**src/rtl/lc3b_types.sv**
```systemverilog
// Shared LC-3b widths and L2 arbiter types.
// Used by l2_arbiter and l2_arb_select.
package lc3b_types;

  typedef logic [15:0]  lc3b_word;
  typedef logic [127:0] lc3b_line;

  typedef enum logic [1:0] {
    ARB_IDLE,
    ARB_I,
    ARB_D
  } lc3b_arb_state;

  localparam lc3b_word lc3b_line_align_mask = 16'hFFF0;

  function automatic lc3b_word line_align(input lc3b_word a);
    return a & lc3b_line_align_mask;
  endfunction

endpackage

```
**src/rtl/l2_arb_select.sv**
```systemverilog
// Grant policy between I-cache and D-cache requests.
// favor_d breaks ties; one-hot or no grant out.
module l2_arb_select (
  input  logic i_req,
  input  logic d_req,
  input  logic favor_d,
  output logic grant_i,
  output logic grant_d
);

  always_comb begin
    grant_i = i_req & (~d_req | ~favor_d);
    grant_d = d_req & (~i_req | favor_d);
  end

endmodule

```
**src/rtl/l2_arbiter.sv**
```systemverilog
// Shares one L2 port between split L1 I/D caches.
// L2_ARB_ROUND_ROBIN_EN: round-robin ties, else D wins.
module l2_arbiter
  import lc3b_types::*;
(
  input  logic     clk,
  input  logic     reset,
  input  logic     i_mem_read,
  input  lc3b_word i_mem_address,
  output lc3b_line i_mem_rdata,
  output logic     i_mem_resp,
  input  logic     d_mem_read,
  input  logic     d_mem_write,
  input  lc3b_word d_mem_address,
  input  lc3b_line d_mem_wdata,
  output lc3b_line d_mem_rdata,
  output logic     d_mem_resp,
  output logic     l2_mem_read,
  output logic     l2_mem_write,
  output lc3b_word l2_mem_address,
  output lc3b_line l2_mem_wdata,
  input  lc3b_line l2_mem_rdata,
  input  logic     l2_mem_resp
);

  lc3b_arb_state state;
  lc3b_arb_state state_next;
  logic          d_req;
  logic          favor_d;
  logic          grant_i;
  logic          grant_d;
  logic          idle;

  assign d_req = d_mem_read | d_mem_write;
  assign idle  = (state == ARB_IDLE);

`ifdef L2_ARB_ROUND_ROBIN_EN
  // Points at the cache that should win the next tie.
  always_ff @(posedge clk or posedge reset) begin
    if (reset) begin
      favor_d <= 1'b1;
    end else if (idle) begin
      if (grant_d)
        favor_d <= 1'b0;
      else if (grant_i)
        favor_d <= 1'b1;
    end
  end
`else
  assign favor_d = 1'b1;
`endif

  l2_arb_select u_select (
    .i_req   (i_mem_read),
    .d_req   (d_req),
    .favor_d (favor_d),
    .grant_i (grant_i),
    .grant_d (grant_d)
  );

  always_comb begin
    state_next = state;
    unique case (state)
      ARB_IDLE: begin
        if (grant_d)
          state_next = ARB_D;
        else if (grant_i)
          state_next = ARB_I;
      end
      ARB_I, ARB_D: begin
        if (l2_mem_resp)
          state_next = ARB_IDLE;
      end
      default: state_next = ARB_IDLE;
    endcase
  end

  always_ff @(posedge clk or posedge reset) begin
    if (reset) begin
      state          <= ARB_IDLE;
      l2_mem_read    <= 1'b0;
      l2_mem_write   <= 1'b0;
      l2_mem_address <= '0;
      l2_mem_wdata   <= '0;
    end else begin
      state <= state_next;
      if (idle) begin
        if (grant_d) begin
          l2_mem_read    <= d_mem_read;
          l2_mem_write   <= d_mem_write;
          l2_mem_address <= line_align(d_mem_address);
          l2_mem_wdata   <= d_mem_wdata;
        end else if (grant_i) begin
          l2_mem_read    <= 1'b1;
          l2_mem_write   <= 1'b0;
          l2_mem_address <= line_align(i_mem_address);
          l2_mem_wdata   <= '0;
        end
      end else if (l2_mem_resp) begin
        l2_mem_read    <= 1'b0;
        l2_mem_write   <= 1'b0;
        l2_mem_address <= '0;
        l2_mem_wdata   <= '0;
      end
    end
  end

  // Zero-latency return path; a stray resp while idle reaches nobody.
  always_comb begin
    i_mem_resp  = (state == ARB_I) & l2_mem_resp;
    d_mem_resp  = (state == ARB_D) & l2_mem_resp;
    i_mem_rdata = i_mem_resp ? l2_mem_rdata : '0;
    d_mem_rdata = d_mem_resp ? l2_mem_rdata : '0;
  end

  a_i_hold: assert property (
    @(posedge clk) disable iff (reset)
    (state == ARB_I) |-> i_mem_read);

  a_d_hold: assert property (
    @(posedge clk) disable iff (reset)
    (state == ARB_D) |-> d_req);

  a_d_kind: assert property (
    @(posedge clk) disable iff (reset)
    !(d_mem_read && d_mem_write));

endmodule

```
**config.mk**
```make
export PLATFORM = sky130hd
export DESIGN_NAME = l2_arbiter
export DESIGN_NICKNAME = d
export VERILOG_FILES = /design/src/rtl/lc3b_types.sv /design/src/rtl/l2_arb_select.sv /design/src/rtl/l2_arbiter.sv
export SDC_FILE = /design/constraint.sdc
export NUM_CORES = 1
export LEC_CHECK = 0
export ABC_CLOCK_PERIOD_IN_PS = 7800
export CORE_AREA = 2 2 272 274
export DETAILED_ROUTE_END_ITERATION = 7
export DIE_AREA = 0 0 274 276
export PLACE_DENSITY_LB_ADDON = 0.12
export SETUP_SLACK_MARGIN = 0.2
export SLEW_MARGIN = 20
export SYNTH_ARGS = -nofsm -noshare
export SYNTH_HDL_FRONTEND = slang
export SYNTH_SLANG_ARGS = --single-unit
```
**constraint.sdc**
```tcl
create_clock -name clk -period 7.8 [get_ports clk]
set_clock_uncertainty 0.2 [all_clocks]
set_input_delay 2.34 -clock clk [delete_from_list [all_inputs] [get_ports clk]]
set_output_delay 2.34 -clock clk [all_outputs]
set_load 0.01 [all_outputs]
```
After elaboration in Yosys (flattened, before gate mapping)
Index checks and enable logic that the tools add are counted.
{ "word_totals": {"memories": 0, "reg_bits": 148, "mem_bits_ro": 0, "latch_bits": 0, "output_inout_bits": 404, "ramBits": 0, "elab_cells": 40} }
{ "op_classes": {"n_mux": 21, "n_div": 0, "magnitude_cmp": 0, "n_eq_ne": 4, "add_sub_neg": 0, "reduce_logical": 5, "n_bitwise": 5, "n_shift": 0, "mul": 0} }
{ "ops": {"columns": ["operator", "count"], "rows": [
  ["$mux 128", 6],
  ["$mux 16", 4],
  ["$mux 1", 7],
  ["$mux 2", 3],
  ["$pmux 2 s2", 1],
  ["$reduce_and 2->1", 2],
  ["$and 1x1->1", 3],
  ["$ne 3x2->1 const B", 1],
  ["$eq 2x1->1 const B", 1],
  ["$eq 2x2->1 const B", 1],
  ["$logic_not 2->1", 1],
  ["$ne 2x2->1 const B", 1],
  ["$reduce_bool 2->1", 1],
  ["$reduce_or 2->1", 1],
  ["$not 1->1", 1],
  ["$or 1x1->1", 1]
]} }

Longest topological paths before layout
Gate-level depths: netlist of the first run.
{ "logic_depth": {"ltp_word": 6, "mapped_depth": 8, "mapped_depth_nobuf": 5} }

Modules after synthesis
From an unflattened synthesis of the first run, not the netlist that was laid out.
{ "unflattened": {"hier_cells": 685, "hier_area_um2": 7293.2} }
{ "by_module_without_submodules": {"columns": ["mod", "seq_area_each_um2", "instances", "area_each_um2", "cells_each"], "rows": [
  ["l2_arbiter", 3603.5, 1, 7274.5, 682],
  ["l2_arb_select", 0.0, 1, 18.8, 3]
]} }

Worst setup path before layout of the first run
Ideal clock, no wire load.
{ "synth_timing": {"path_type": "input to output", "startpoint": "input l2_mem_resp", "endpoint": "output i_mem_rdata[100]", "t_required_ns": 5.260, "path_slack_ns": 2.072, "arrival_ns": 3.188, "path_stages": 4, "n_path_buf": 3, "path_cell_list": "buf_2 clkbuf_1 clkbuf_1 and3_1"} }
{ "synth_via": {"elab_chain_len": 2} }
{ "synth_lines": {"columns": ["item", "line", "text"], "rows": [
  ["from (decl)", "l2_arbiter.sv:23", "input logic l2_mem_resp"],
  ["$and 1x1->1", "l2_arbiter.sv:110", "i_mem_resp = (state == ARB_I) & l2_mem_resp;"],
  ["$mux 128", "l2_arbiter.sv:112", "i_mem_rdata = i_mem_resp ? l2_mem_rdata : '0;"],
  ["to (decl)", "l2_arbiter.sv:10", "output lc3b_line i_mem_rdata,"]
]} }
Every way passes these cells.

Final worst setup path of the first run
{ "layout_timing": {"startpoint": "input l2_mem_resp", "endpoint": "output i_mem_rdata[68]"} }
Same word-level chain as after synthesis.

==> run_results.csv, run 1 <==
group,metric,value,unit
grt,grt_start_max_net_pins,97,
logic_synthesis,ys_seq_area_frac,0.4950,
grt,grt_pass1_wl,71550,µm
timing,fmax,0.1518,GHz
grt,antenna_found_initial,21,
grt,grt_pass1_vias,9020,
clocking,postCtsResizedCells,0,
place,io_buffers,685,
floorplan,row_count,99,
cells_and_area,layout-drive-gt1-share,0.03898,
routing,drtIter0Drc,441,
clocking,clk_latency,460,ps
hold_path,hold_class,"reg -> reg",
clocking,clk_path_buf_depth,2,
floorplan,die_y,276,µm
clocking,cts_tree,"built",
floorplan,io_pins,698,
logic_synthesis,mappedNetlistArea,7279,µm²
logic_synthesis,synth_top_area_frac,0.4950,
routing,avgViaCountPerCell,3.677,
logic_synthesis,async_flop_share,1.000,
critical_path,crit_type,"in -> out",
clocking,clkTransAtPathRegs,60,ps
grt,track_usage,0.1342,
power_and_ir_drop,peakVddDrop,0.1818,mV
logic_synthesis,synth_edf_count,0,
floorplan,core_area,72590,µm²
timing,fin_crit,6588,ps
power_and_ir_drop,p_leak,6.895,nW
routing,wl_per_cell,23.00,µm
clocking,h-tree-depth,4,
timing,drv_slew,0,
critical_path,cp.required,5260,ps
timing,final_hold_viol_count,0,
floorplan,start_util,0.1003,
cells_and_area,nets,1618,
critical_path,worstPathArrival,4050,ps
place,place.gp.congestion,0.8277,
cells_and_area,final_cell_mix,"684 x clkdlybuf4s50_1, 256 x and3_1, 144 x dfrtp_1, 141 x a22o_1, 24 x o21ai_0",
timing,tightest_slew,1048,ps
cells_and_area,final_common_cell,"clkdlybuf4s50_1",
logic_synthesis,synth_top_area_cell,"dfrtp_1",
place,placed_cell_area,15020,µm²
logic_synthesis,ys_top_cells_by_area,"dfrtp_1 50%, and3_1 22%, a22o_1 17%, clkbuf_1 3.2%, buf_6 1.9%",
cells_and_area,finalInstanceArea,15650,µm²
logic_synthesis,synth_cells,697,
critical_path,endpoint_kind,"output port",
logic_synthesis,synthDistinctLibCells,22,
timing,setup_violations,0,
timing,rsz0062_at_grt,"false",
clocking,cts_inserted_buffers,17,
critical_path,worstPathMaxFanout,96,
clocking,post_cts_buffers,0,
routing,drc,0,
cells_and_area,syn2layout_area_growth,115.0,%
timing,relSlewSlack,0.3011,
routing,dr.pass1.iters,4,
clocking,hold_buffers,0,
timing,tns,0,ps
place,dp_hpwl,41510,µm
timing,finalHoldWorstSlack,296.3,ps
critical_path,cp-start-kind,"primary input",
logic_synthesis,ys.warnings.count,0,
run_status,status,"finished, final reports clean",
timing,fin_crit_sh,0.8446,
logic_synthesis,avgSynthCellArea,10.44,µm²
clocking,clock_tree.root_cell,"clkbuf_16",
power_and_ir_drop,cellPowerDensity,306.5,nW/µm²
floorplan,chipWidth,274,µm
routing,num_vias,8468,
routing,drt-total-wl,52960,µm
routing,detail-route-antenna-nets,0,
run,drv_cap,0,
floorplan,dieArea,75620,µm²
logic_synthesis,ys.flop_type,"dfrtp_1",
grt,grt.overflow.total,0,
clocking,clkSinkCount,144,
logic_synthesis,synth_seq_cells,144,
==> cell families (layout without fill, tap and decap cells) <==
| logic type | after synthesis | count (layout) | share of synthesized area |
|---|---|---|---|
| AO/OA/AOI/OAI | 172 | 172 | 0.1929 |
| other | 1 | 14 | 0.0005151 |
| buffers and inverters | 99 | 733 | 0.07202 |
| flip-flops | 144 | 144 | 0.4950 |
| adder cells (fa/ha/maj) | 3 | 3 | 0.005157 |
| AND/OR/NAND/NOR | 278 | 278 | 0.2344 |
==> final cells by class <==
cell class / count / area (µm²)
Fill cell: 7989 / 56940
Timing Repair Buffer: 698 / 7005
Sequential cell: 144 / 3603
Multi-Input combinational cell: 457 / 3196
Tap cell: 959 / 1200
Clock buffer: 18 / 439.2
Clock inverter: 14 / 166.4
Antenna cell: 10 / 25.02
Inverter: 3 / 16.27
==> Yosys cell counts (3+ instances only) <==
cell	count
inv_1	3
buf_2	8
nand2_1	13
a22o_1	141
buf_6	12
ha_1	3
o21ai_0	24
clkbuf_1	62
and3_1	256
buf_4	14
dfrtp_1	144
a21oi_1	4
==> report_power, final <==
group / internal, mW / leakage (nW) / switching (mW)
Clock: 0.490 / 0.289 / 0.381
Sequential: 1.09 / 1.86 / 0.200
Combinational: 1.38 / 4.75 / 1.26
==> metrics by stage <==
| stage | cells | power, mW | worst slack (ps) | utilization |
|---|---|---|---|---|
| CTS | 2293 | 4.909 | 1205 | 0.2153 |
| floorplan | 700 | 2.412 | 1394 | - |
| detailed placement | 2261 | 3.989 | 1204 | 0.2069 |
| global route | 2301 | 5.105 | 1120 | 0.2156 |
| global placement | 2261 | 4.015 | 1215 | 0.2069 |
| finish | 2303 | 4.797 | 1212 | 0.2156 |
==> flip-flops by register name (all words and copies together) (netlist names) <==
name,cells
state,2
l2_mem_read,1
l2_mem_wdata,128
l2_mem_write,1
l2_mem_address,12
==> final timing paths <==
path / endpoint / start / cells after the start / slack (ps)
max in group asynchronous: l2_mem_wdata[57] / reset / 3 / 3790
setup / recovery: i_mem_rdata[68] / l2_mem_resp / 4 / 1210
setup reg to reg: l2_mem_wdata[40] / state[0] / 6 / 4690
hold / removal: l2_mem_wdata[73] / l2_mem_wdata[73] / 1 / 300
hold reg to reg: l2_mem_wdata[73] / l2_mem_wdata[73] / 1 / 300
min in group asynchronous: l2_mem_wdata[59] / reset / 2 / 2210
==> worst max-delay path, cell delays in order <==
cell and delay (ps):
buf_6 430, buf_12 340, and3_1 210, clkdlybuf4s50_1 600
==> routing by layer <==
| layer | part of all wire | global-route usage | vias up |
|---|---|---|---|
| met4 | 0.025 | 0.05184 | 8 |
| met1 | 0.36 | 0.1384 | 4097 |
| met3 | 0.11 | 0.06844 | 54 |
| li1 | - | - | 3877 |
| met2 | 0.50 | 0.2299 | 432 |
| met5 | 0.00094 | 0 | - |
Power figures use the tool's default switching activity.
==> inputs of run 2 (changes only) <==
--- a/config.mk
+++ b/config.mk
@@ -5,7 +5,7 @@
 export SDC_FILE = /design/constraint.sdc
 export NUM_CORES = 1
 export LEC_CHECK = 0
-export ABC_CLOCK_PERIOD_IN_PS = 7800
+export ABC_CLOCK_PERIOD_IN_PS = 6750
 export CORE_AREA = 2 2 272 274
 export DETAILED_ROUTE_END_ITERATION = 7
 export DIE_AREA = 0 0 274 276
==> constraint.sdc (replaced) <==
create_clock -name clk -period 6.75 [get_ports clk]
set_clock_uncertainty 0.2 [all_clocks]
set_input_delay 2.025 -clock clk [delete_from_list [all_inputs] [get_ports clk]]
set_output_delay 2.025 -clock clk [all_outputs]
set_load 0.01 [all_outputs]
==> run 2 against run 1 <==
Via count rose by 0.41%. Worst setup slack got worse by 360 ps. Worst hold slack hardly changed. Final area barely moved. Sequential cell count unchanged. Clock power is 8.7% higher. Cell count rose by 0.13%.
==> run_results.csv, run 2 (synthesis results as in run 1) <==
group,metric,value,unit
critical_path,worstPathArrival,3670,ps
floorplan,chipWidth,274,µm
routing,detail-route-antenna-nets,0,
critical_path,critPathMaxStageDelay,640,ps
clocking,postCtsResizedCells,0,
critical_path,cp-start-kind,"primary input",
timing,fin_crit,5898,ps
routing,drt-total-wl,53290,µm
timing,tightest_slew,964.0,ps
clocking,clkSinkCount,144,
routing,avgViaCountPerCell,3.687,
cells_and_area,top_regs,"l2_mem_wdata (128), l2_mem_address (12), state (2)",
grt,grt_pass1_wl,72030,µm
cells_and_area,final_util,0.2154,
cells_and_area,finalInstanceArea,15640,µm²
cells_and_area,seqCellArea,3603,µm²
floorplan,row_count,99,
power_and_ir_drop,p_int,3.349,mW
floorplan,start_util,0.1003,
timing,drv_slew,0,
power_and_ir_drop,cellPowerDensity,351.9,nW/µm²
clocking,clock_tree.root_cell,"clkbuf_16",
cells_and_area,largest_reg_flops,128,
floorplan,io_pins,698,
place,io_buffers,685,
routing,dr.pass1.iters,4,
place,place.gp.congestion,0.8187,
clocking,cts_tree,"built",
run_status,status,"finished, final reports clean",
routing,wl_per_cell,23.11,µm
routing,drc,0,
grt,grt_start_max_net_pins,94,
critical_path,cp_slowest_cell,"clkdlybuf4s50_1",
cells_and_area,fillers,7999,
power_and_ir_drop,power,5.502,mW
place,dp_hpwl,41950,µm
grt,grt_pass1_vias,9024,
grt,track_usage,0.1337,
critical_path,cp.required,4530,ps
power_and_ir_drop,p_comb_frac,0.558,
cells_and_area,syn2layout_area_growth,114.8,%
grt,antenna_found_initial,20,
critical_path,worstPathMaxFanout,66,
routing,drtIter0Drc,372,
clocking,hold_buffers,0,
grt,grt.overflow.total,0,
cells_and_area,final_cell_mix,"684 x clkdlybuf4s50_1, 256 x and3_1, 144 x dfrtp_1, 141 x a22o_1, 24 x o21ai_0",
power_and_ir_drop,peakVddDrop,0.1760,mV
timing,tns,0,ps
timing,fmax,0.1695,GHz
cells_and_area,layout-drive-gt1-share,0.04328,
timing,final_hold_viol_count,0,
critical_path,endpoint_kind,"output port",
hold_path,hold_class,"reg -> reg",
floorplan,dieArea,75620,µm²
timing,fin_crit_sh,0.8738,
place,placed_cell_area,15050,µm²
cells_and_area,final_common_cell,"clkdlybuf4s50_1",
floorplan,die_y,276,µm
power_and_ir_drop,p_sw_frac,0.3914,
clocking,post_cts_buffers,0,
power_and_ir_drop,p_leak,6.910,nW
clocking,clk_latency,440,ps
power_and_ir_drop,seqPwrFrac,0.270,
cells_and_area,top_register,"l2_mem_wdata",
clocking,clkTransAtPathRegs,70,ps
routing,num_vias,8503,
timing,rsz0062_at_grt,"false",
clocking,h-tree-depth,4,
power_and_ir_drop,power.net_switching,2.154,mW
timing,relSlewSlack,0.3573,
power_and_ir_drop,clkPwrFrac,0.172,
critical_path,crit_type,"in -> out",
timing,setup_violations,0,
floorplan,core_area,72590,µm²
cells_and_area,multiInputGateArea,3196,µm²
critical_path,cp_cell_sequence,"buf_6, buf_4, and3_1, clkdlybuf4s50_1",
run,drv_cap,0,
clocking,clk_path_buf_depth,2,
clocking,cts_inserted_buffers,17,
cells_and_area,nets,1624,
-- run 2: layout make-up --
| cell class | count | area share |
|---|---|---|
| diodes | 7 | 0.001120 |
| clock buffers | 17 | 0.02720 |
| clock inverters | 15 | 0.009041 |
| inverters | 3 | 0.001040 |
| multi-input cells | 457 | 0.2044 |
| flip-flops and latches | 144 | 0.2304 |
| well taps | 959 | 0.07673 |
| repair buffers | 704 | 0.4501 |
-- run 2: critical path: cells and delay by family --
kind / cells / cell delay (ps)
buf+inv: 3 / 1350
simple gates: 1 / 210
-- run 2: per-layer routing --
layer | GRT usage | share of wire
met3 | 0.06236 | 0.11
met5 | 0 | 0.00051
met2 | 0.2380 | 0.51
met1 | 0.1397 | 0.37
met4 | 0.03749 | 0.016
-- run 2: power by group through the flow --
stage               combinational, mW  sequential [mW]  clock, mW
floorplan                        1.12             1.66          0
global placement                 3.16             1.50          0
detailed placement               3.13             1.50          0
CTS                              3.15             1.49       1.00
global route                     3.30             1.54       1.04
finish                           3.07             1.48      0.947
-- run 2: final timing paths --
path                              startpoint                end  slack [ps]  cells past startpoint
setup reg to reg                    state[1]   l2_mem_wdata[48]        3680                      5
min in group asynchronous              reset   l2_mem_wdata[82]        1970                      2
hold reg to reg            l2_mem_wdata[113]  l2_mem_wdata[113]         300                      1
setup / recovery                 l2_mem_resp    i_mem_rdata[43]         850                      4
max in group asynchronous              reset  l2_mem_address[8]        3380                      3
hold / removal             l2_mem_wdata[113]  l2_mem_wdata[113]         300                      1
-- run 2: metrics by stage --
stage	worst slack [ps]	hold WS, ps	instances
finish	851.9	296.5	2306
detailed placement	892.9	281.5	2267
global placement	899.2	282.6	2267
global route	783.9	307.4	2306
floorplan	658.7	318.7	700
CTS	878.9	303.1	2299
==> inputs of run 3 (changes only) <==
--- a/config.mk
+++ b/config.mk
@@ -7,6 +7,7 @@
 export LEC_CHECK = 0
 export ABC_CLOCK_PERIOD_IN_PS = 6750
 export CORE_AREA = 2 2 272 274
+export CTS_BUF_LIST = sky130_fd_sc_hd__clkbuf_4
 export DETAILED_ROUTE_END_ITERATION = 7
 export DIE_AREA = 0 0 274 276
 export PLACE_DENSITY_LB_ADDON = 0.12
==> run 3 against run 2 <==
Count of clock-buffer cells in the layout unchanged. Core utilization decreased by 0.41 points. Power is 6.9% lower. Die area did not move. Worst setup slack improved by 24 ps. Register-to-register slack got worse by 30 ps. Worst hold slack improved by 15 ps. Clock power decreased by 39%. Critical endpoint unchanged.
==> run_results.csv, run 3 (synthesis results as in run 1) <==
group,metric,value,unit
run_status,status,"finished, final reports clean",
timing,tightest_slew,958.3,ps
critical_path,crit_type,"in -> out",
cells_and_area,top_register,"l2_mem_wdata",
power_and_ir_drop,p_leak,6.779,nW
critical_path,critPathMaxStageDelay,620,ps
floorplan,die_y,276,µm
clocking,clk_path_buf_depth,2,
critical_path,cp.required,4530,ps
grt,grt.met3_usage,0.06210,
cells_and_area,fillers,8030,
place,placed_cell_area,15050,µm²
cells_and_area,final_cell_mix,"684 x clkdlybuf4s50_1, 256 x and3_1, 144 x dfrtp_1, 141 x a22o_1, 24 x o21ai_0",
cells_and_area,nets,1624,
power_and_ir_drop,cellPowerDensity,333.9,nW/µm²
clocking,cts_inserted_buffers,17,
grt,grt_use_met2,0.2372,
timing,tns,0,ps
floorplan,start_util,0.1003,
floorplan,core_area,72590,µm²
routing,drt-total-wl,53160,µm
place,place.gp.congestion,0.8187,
clocking,clock_tree.root_cell,"clkbuf_4",
place,io_buffers,685,
run,drv_cap,0,
clocking,postCtsResizedCells,0,
grt,grt_pass1_vias,9012,
place,placed_cells,2267,
cells_and_area,largest_reg_flops,128,
timing,fin_crit,5874,ps
cells_and_area,layout-drive-gt1-share,0.04328,
floorplan,row_count,99,
cells_and_area,top_regs,"l2_mem_wdata (128), l2_mem_address (12), state (2)",
timing,fin_crit_sh,0.8702,
clocking,cts_tree,"built",
clocking,post_cts_buffers,0,
routing,num_vias,8494,
cells_and_area,final_common_cell,"clkdlybuf4s50_1",
critical_path,worstPathArrival,3650,ps
timing,relSlewSlack,0.3611,
grt,grt_pass1_wl,71820,µm
routing,detail-route-antenna-nets,0,
routing,drtIter0Drc,379,
power_and_ir_drop,peakVddDrop,0.1455,mV
cells_and_area,finalInstanceArea,15340,µm²
grt,grtUsageMet1,0.1397,
floorplan,chipWidth,274,µm
critical_path,cp-start-kind,"primary input",
clocking,clkSinkCount,144,
timing,final_hold_viol_count,0,
place,post-place-ws,892.9,ps
cells_and_area,instances_no_fill,2307,
cells_and_area,final_util,0.2114,
routing,avgViaCountPerCell,3.682,
clocking,clkTransAtPathRegs,120,ps
grt,busiest_layer,"met2",
critical_path,worstPathMaxFanout,66,
floorplan,dieArea,75620,µm²
timing,rsz0062_at_grt,"false",
critical_path,endpoint_kind,"output port",
place,dp_hpwl,41950,µm
timing,setup_ws,876.3,ps
clocking,h-tree-depth,4,
routing,drc,0,
cells_and_area,syn2layout_area_growth,110.8,%
timing,setup_violations,0,
critical_path,cp_slowest_cell,"clkdlybuf4s50_1",
grt,track_usage,0.1333,
clocking,clk_latency,610,ps
grt,grt.overflow.total,0,
critical_path,cp_cell_sequence,"buf_6, buf_4, and3_1, clkdlybuf4s50_1",
grt,grt_start_max_net_pins,94,
routing,wl_per_cell,23.04,µm
timing,drv_slew,0,
hold_path,hold_class,"reg -> reg",
grt,antenna_found_initial,21,
floorplan,io_pins,698,
clocking,hold_buffers,0,
timing,fmax,0.1702,GHz
routing,dr.pass1.iters,6,
[run 3: changes by cell type in the layout (fill, tap and decap cells not counted), sizes merged]
cell / change
diode: +1
[run 3: layer usage]
layer	routed length [µm]	share of wire
met4	861	0.016
met5	27	0.00051
met3	5669	0.11
met2	26780	0.50
met1	19820	0.37
[run 3: final cells by class]
type	count	area, µm²	share of cell area
Antenna cell	8	20.02	0.001305
Clock buffer	17	127.6	0.008318
Clock inverter	15	141.4	0.009215
Inverter	3	16.27	0.001060
Multi-Input combinational cell	457	3196	0.2083
Sequential cell	144	3603	0.2349
Tap cell	959	1200	0.07821
Timing Repair Buffer	704	7038	0.4587
[run 3: where the power goes]
group          switching, mW  internal [mW]  leakage [nW]
Clock                  0.411          0.164         0.147
Combinational           1.47           1.60          4.78
Sequential             0.226           1.25          1.86
Total                   2.11           3.02          6.78
[run 3: final timing paths]
kind / startpoint / to / slack (ps) / cells after the start
worst max register to register: state[0] / l2_mem_wdata[48] / 3650 / 5
min in group asynchronous: reset / l2_mem_wdata[52] / 1780 / 2
max in group asynchronous: reset / state[0] / 3570 / 3
worst min register to register: l2_mem_wdata[43] / l2_mem_wdata[43] / 310 / 1
worst max-delay path: l2_mem_resp / i_mem_rdata[43] / 880 / 4
worst min-delay path: l2_mem_wdata[43] / l2_mem_wdata[43] / 310 / 1
[run 3: critical path: cells and delay by family]
kind	cells	cell delay, ps
simple gates	1	210
buf+inv	3	1320
[run 3: stage by stage]
step / total power [mW] / hold slack (ps)
finish: 5.123 / 311.1
global route: 5.486 / 322.9
CTS: 5.264 / 317.8
detailed placement: 4.635 / 281.5
global placement: 4.663 / 282.6
floorplan: 2.787 / 318.7
